## src/rtl/dtree_feature_loader.sv

```systemverilog
// Byte-serial feature loader for the printed decision tree: shadow bank, atomic commit, settle, class handshake.
// Optional statistics counters are built when DTREE_LOADER_STATS_EN is defined.
module dtree_feature_loader #(
  parameter int N_FEAT = 45,
  parameter int W      = 8,
  parameter int CLS_W  = 5,
  parameter int SETTLE = 2
) (
  input  logic                clk,
  input  logic                rst_n,
  input  logic [W-1:0]        s_data,
  input  logic                s_valid,
  input  logic                s_last,
  output logic                s_ready,
  output logic [N_FEAT*W-1:0] feat_bus,
  input  logic [CLS_W-1:0]    tree_class,
  output logic [CLS_W-1:0]    m_class,
  output logic                m_valid,
  input  logic                m_ready,
  output logic                err_len,
  output logic [15:0]         stat_samples,
  output logic [15:0]         stat_errors
);

  localparam int IDX_W = $clog2(N_FEAT);
  localparam int CNT_W = $clog2(SETTLE + 1);

  typedef enum logic [1:0] {LD_LOAD, LD_DRAIN, LD_FULL} ld_st_e;
  typedef enum logic [1:0] {OUT_IDLE, OUT_SETTLE, OUT_HOLD} out_st_e;

  ld_st_e              ld_q, ld_d;
  out_st_e             out_q;
  logic [IDX_W-1:0]    idx_q, idx_d;
  logic [N_FEAT*W-1:0] shadow_q;
  logic [N_FEAT*W-1:0] feat_q;
  logic [CNT_W-1:0]    cnt_q;
  logic [CLS_W-1:0]    m_class_q;
  logic                m_valid_q;
  logic                err_q;
  logic                s_ready_q;

  logic xfer, idx_last, commit, err_evt;

  assign xfer     = s_valid && s_ready_q;
  assign idx_last = (idx_q == IDX_W'(N_FEAT - 1));
  assign commit   = (ld_q == LD_FULL) && (out_q == OUT_IDLE);
  // A length error is s_last arriving anywhere but the final slot, or missing from it.
  assign err_evt  = xfer && (ld_q == LD_LOAD) && (s_last != idx_last);

  always_comb begin
    ld_d  = ld_q;
    idx_d = idx_q;
    case (ld_q)
      LD_LOAD: begin
        if (xfer) begin
          if (s_last || idx_last) idx_d = '0;
          else                    idx_d = idx_q + IDX_W'(1);
          if (s_last && idx_last)       ld_d = LD_FULL;
          else if (!s_last && idx_last) ld_d = LD_DRAIN;
        end
      end
      LD_DRAIN: if (xfer && s_last) ld_d = LD_LOAD;
      LD_FULL:  if (commit) ld_d = LD_LOAD;
      default:  ld_d = LD_LOAD;
    endcase
  end

  always_ff @(posedge clk) begin
    if (!rst_n) begin
      ld_q      <= LD_LOAD;
      idx_q     <= '0;
      s_ready_q <= 1'b0;
      err_q     <= 1'b0;
    end else begin
      ld_q      <= ld_d;
      idx_q     <= idx_d;
      s_ready_q <= (ld_d != LD_FULL);
      if (err_evt) err_q <= 1'b1;
    end
  end

  always_ff @(posedge clk) begin
    if (xfer && (ld_q == LD_LOAD)) shadow_q[idx_q*W +: W] <= s_data;
  end

  // Output side: feat_bus only moves on commit, so the tree sees a stable vector through SETTLE and HOLD.
  always_ff @(posedge clk) begin
    if (!rst_n) begin
      out_q     <= OUT_IDLE;
      cnt_q     <= '0;
      m_class_q <= '0;
      m_valid_q <= 1'b0;
      feat_q    <= '0;
    end else begin
      case (out_q)
        OUT_IDLE: begin
          if (commit) begin
            feat_q <= shadow_q;
            cnt_q  <= CNT_W'(SETTLE - 1);
            out_q  <= OUT_SETTLE;
          end
        end
        OUT_SETTLE: begin
          if (cnt_q == '0) begin
            m_class_q <= tree_class;
            m_valid_q <= 1'b1;
            out_q     <= OUT_HOLD;
          end else begin
            cnt_q <= cnt_q - CNT_W'(1);
          end
        end
        OUT_HOLD: begin
          if (m_ready) begin
            m_valid_q <= 1'b0;
            out_q     <= OUT_IDLE;
          end
        end
        default: out_q <= OUT_IDLE;
      endcase
    end
  end

`ifdef DTREE_LOADER_STATS_EN
  logic [15:0] nsamp_q, nerr_q;

  always_ff @(posedge clk) begin
    if (!rst_n) begin
      nsamp_q <= '0;
      nerr_q  <= '0;
    end else begin
      if (commit && (nsamp_q != 16'hFFFF)) nsamp_q <= nsamp_q + 16'd1;
      if (err_evt && (nerr_q != 16'hFFFF)) nerr_q  <= nerr_q + 16'd1;
    end
  end

  assign stat_samples = nsamp_q;
  assign stat_errors  = nerr_q;
`else
  assign stat_samples = 16'd0;
  assign stat_errors  = 16'd0;
`endif

  assign s_ready  = s_ready_q;
  assign feat_bus = feat_q;
  assign m_class  = m_class_q;
  assign m_valid  = m_valid_q;
  assign err_len  = err_q;

endmodule
```

## config.mk

```make
export PLATFORM = sky130hd
export DESIGN_NAME = dtree_feature_loader
export DESIGN_NICKNAME = d
export VERILOG_FILES = /design/src/rtl/dtree_feature_loader.sv
export SDC_FILE = /design/constraint.sdc
export NUM_CORES = 1
export LEC_CHECK = 0
export BUFFER_PORTS_ARGS = -buffer_cell sky130_fd_sc_hd__buf_2
export CORE_MARGIN = 1.5
export CORE_UTILIZATION = 37
export DETAILED_ROUTE_END_ITERATION = 7
export SLEW_MARGIN = 5
export SYNTH_ARGS = -nofsm -noshare
export SYNTH_HDL_FRONTEND = slang
export SYNTH_SLANG_ARGS = --single-unit
```

## constraint.sdc

```tcl
create_clock -name clk -period 3.15 [get_ports clk]
set_input_delay 0.63 -clock clk [delete_from_list [all_inputs] [get_ports clk]]
set_output_delay 0.63 -clock clk [all_outputs]
set_load 0.02 [all_outputs]
```

==> summary.md <==
| Metric | Value |
|---|---|
| Status | complete, no violations |
| Critical path's slowest cell | nor2_1 |
| Final Cycle Share | 93.2% |
| Inserted Clock Buffers | 80 |
| CP max FO | 14 |
| DRT Pass-1 Iters | 5 |
| Drt first-iter violations | 1629 |
| Rows | 98 |
| Routed WL | 81700 um |
| Reg-to-Reg End | shadow_q[63]$_DFFE_PP_ |
| Fin nets | 3064 |
| Worst path depth | 6 |
| Worst-path clk slew | 60 ps |
| CTS hold repair buffers | 0 |
| Final setup violation count | 0 |
| R2r worst-path depth | 6 |
| Die area | 74700 um^2 |
| CP top delay family | compound AO/OA/AOI/OAI gates |
| Peak VDD IR | 0.350 mV |
| Hold path startpoint | tree_class[1] |
| Kind of critical path | reg -> reg |
| Min Tclk post-route | 2930 ps |
| Yosys cell types | 54 |
| GPL Wtd Cong | 0.846 |
| Warnings, synthesis | 0 |
| Number of global-route vias before repair | 18900 |
| Drc violations | 0 |
| PwrDens | 599 nW/um^2 |
| RSZ-0062 raised after global routing | false |
| Worst path cell trace | inv_1, ha_1, o21bai_1, a211oi_4, o211ai_4, nor2_1 |
| Post-Syn Area | 27000 um^2 |
| Total grt overflow | 0 |
| HPWL Detailed | 56100 um |
| Final Skew | 20.0 ps |
| All-Layer GR Usage | 21.3% |
| I/O Pins | 418 |
| Main combinational cell family by area after synthesis | simple AND/OR/NAND/NOR gates |
| First-pass GRT wire length | 119000 um |
| Yosys reg bits | 740 |
| Crit path largest cell delay | 640 ps |
| # port buffers | 385 |
| Pins Over Slew Limit | 0 |
| Design Power | 19.5 mW |
| Transition time of the tightest slew-check pin | 847 ps |
| Xor/xnor share of the synthesized area | 0.255% |
| Share of layout cells above drive strength 1 | 20.9% |
| Core Region | 71900 um^2 |
| Reg-to-reg setup timing slack | 220 ps |
| Asr flop ratio synth | 0% |
| H-tree depth | 3 |
| Avg Inst Size Synth | 10.2 um^2 |
| P_leak | 11.3 nW |
| Vias/cell | 4.92 |
| DR vias | 20000 |
| Clk_lat worst skew | 630 ps |
| Hold Fails Final Rpt | 0 |
| Simple-Gate Fraction of Synth Area | 18.8% |
| Crit path DAT | 3200 ps |
| Post-CTS setup buffers | 0 |
| CTS Buffer Depth | 3 |
| Maximum clock frequency | 0.341 GHz |
| Hold Path Class | in -> reg |
| WL/cell | 20.1 um |
| Die X | 273 um |
| Filler cells | 6994 |
| CP bufs+invs | 1 |
| CTS sink cnt | 740 |
| Largest net degree at the start of global routing | 160 |
| Initial antenna violation count | 12 |
| Die height | 273 um |
| CP endpoint kind | register |
| ANT nets after route | 0 |
| Commonest register cell after synthesis | dfxtp_1 |
| CP Capture Point | shadow_q[63]$_DFFE_PP_ |
| Crit start category | register |
| Starting Density | 37.6% |
| Reg-to-reg startpoint | idx_q[1]$_SDFFE_PN0P_ |
| Worst Setup SP | idx_q[1]$_SDFFE_PN0P_ |
| Maxcap violations | 0 |
| P&R area growth vs syn | 20.6% |
| Mux cell area share after synthesis | 0.227% |
| Max-slew headroom | 43.1% |
| CTS tree | done |
| EDFF count, synth | 360 |
| Cells after Synth | 2659 |
| Synth Area in Compound Gates | 7.85% |
| Root Driver | clkbuf_16 |
| Sequential element share of the synthesized area | 68.1% |
| Adder-Cell Fraction of Synth Area | 0.231% |
| Final setup TNS | 0 ps |
| Worst endpoint required time | 3410 ps |
-- cells in the mapped netlist, types with 6 or more instances --
master    number  area (um^2)
nand2_1      785         2950
nor2_1       418         1570
dfxtp_1      380         7610
a21oi_1      369         1850
edfxtp_1     360        10800
buf_2         90          450
clkbuf_1      61          229
buf_4         40          300
buf_6         16          180
nand3_2       15          150
nand3_1       14         70.1
nor3_1        12         60.1
and2_1         9         56.3
inv_1          9         33.8
o21ai_2        8         70.1
buf_1          6         22.5
-- cells in the final DEF (no fill, tap or decap), types with 4 or more instances in the layout --
master and count:
inv_1 8, nand3_1 14, clkbuf_16 80, edfxtp_1 360
clkbuf_8 12, dfxtp_1 380, buf_4 83, clkinv_1 7
inv_6 6, clkinv_2 14, nor2_1 417, o21ai_2 6
clkbuf_1 20, and2_1 9, nand3_2 15, ha_1 5
and3_1 4, conb_1 32, buf_2 385, nor3_1 12
buf_12 14, mux2i_1 5, a21oi_1 369, nand2_1 785
-- registers in the layout, summed over array words and instances, names as in the netlist --
| register | count |
|---|---|
| s_ready | 1 |
| m_class | 5 |
| cnt_q | 2 |
| out_q | 2 |
| shadow_q | 360 |
| idx_q | 6 |
| ld_q | 2 |
| m_valid | 1 |
| err_len | 1 |
| feat_bus | 360 |
-- per-layer routing --
layer / wire, um / vias to the layer above / global-route usage, %
li1: - / 9496 / -
met1: 35400 / 9650 / 28.5
met2: 38700 / 674 / 34.7
met3: 5130 / 130 / 3.91
met4: 2360 / 12 / 7.63
met5: 79 / - / 0
-- worst min-delay path by stage --
stage                                            end  slack (ps)  depth (start not counted)
after floorplan                cnt_q[0]$_SDFFE_PN0P_         440                          1
after global placement      feat_bus[0]$_SDFFE_PN0P_         440                          2
after detailed placement  feat_bus[267]$_SDFFE_PN0P_         440                          2
after CTS                    m_class[1]$_SDFFE_PN0P_         210                          3
after global routing         m_class[1]$_SDFFE_PN0P_         270                          3
final                        m_class[1]$_SDFFE_PN0P_         240                          3
-- cell families after synthesis --
| logic type | after synthesis |
|---|---|
| and+or+nand+nor | 1281 |
| DFF | 740 |
| AOI/OAI and AO/OA | 396 |
| buffers and inverters | 223 |
| xor gates and xnor gates | 7 |
| muxes | 6 |
| adders and majority gates | 5 |
| other | 1 |
-- report_power, final --
group	internal (mW)	total, mW	leakage [nW]	switching, mW
Combinational	0.0785	0.376	4.03	0.298
Sequential	10.0	10.0	6.01	0.00401
Clock	5.26	9.12	1.26	3.86
-- final cells by class --
type | count | area (um^2) | area share (%)
timing repair buffer | 482 | 2830 | 8.68
inverter | 10 | 45.0 | 0.138
multi-input combinational | 1727 | 7540 | 23.1
antenna | 3 | 7.51 | 0.0230
sequential | 740 | 18400 | 56.5
tap | 950 | 1190 | 3.65
clock buffer | 112 | 2240 | 6.88
clock inverter | 37 | 323 | 0.990
-- through the flow --
| stage | cell area, um^2 | hold WS, ps | utilization [%] | instances | setup slack (ps) |
|---|---|---|---|---|---|
| 2_1_floorplan | 27100 | 437 | - | 2690 | 437 |
| 3_3_place_gp | 30000 | 440 | 41.8 | 3909 | 305 |
| 3_5_place_dp | 30000 | 444 | 41.8 | 3909 | 208 |
| 4_1_cts | 32600 | 206 | 45.3 | 4058 | 191 |
| 5_1_grt | 32600 | 272 | 45.4 | 4060 | 71.3 |
| 6_report | 32600 | 237 | 45.4 | 4061 | 216 |
-- what timing repair did --
action | 4_1_cts | 5_1_grt
resized for setup | 0 | 1
setup endpoints to repair | 0 | 5
endpoints found under the hold margin | 0 | 0
-- worst register-to-register path, stage by stage (launching register included) --
cell,delay [ps]
dfxtp_1,550
inv_1,100
ha_1,270
o21bai_1,250
a211oi_4,420
o211ai_4,340
nor2_1,640
No activity file was read; power rests on OpenSTA's default activity.
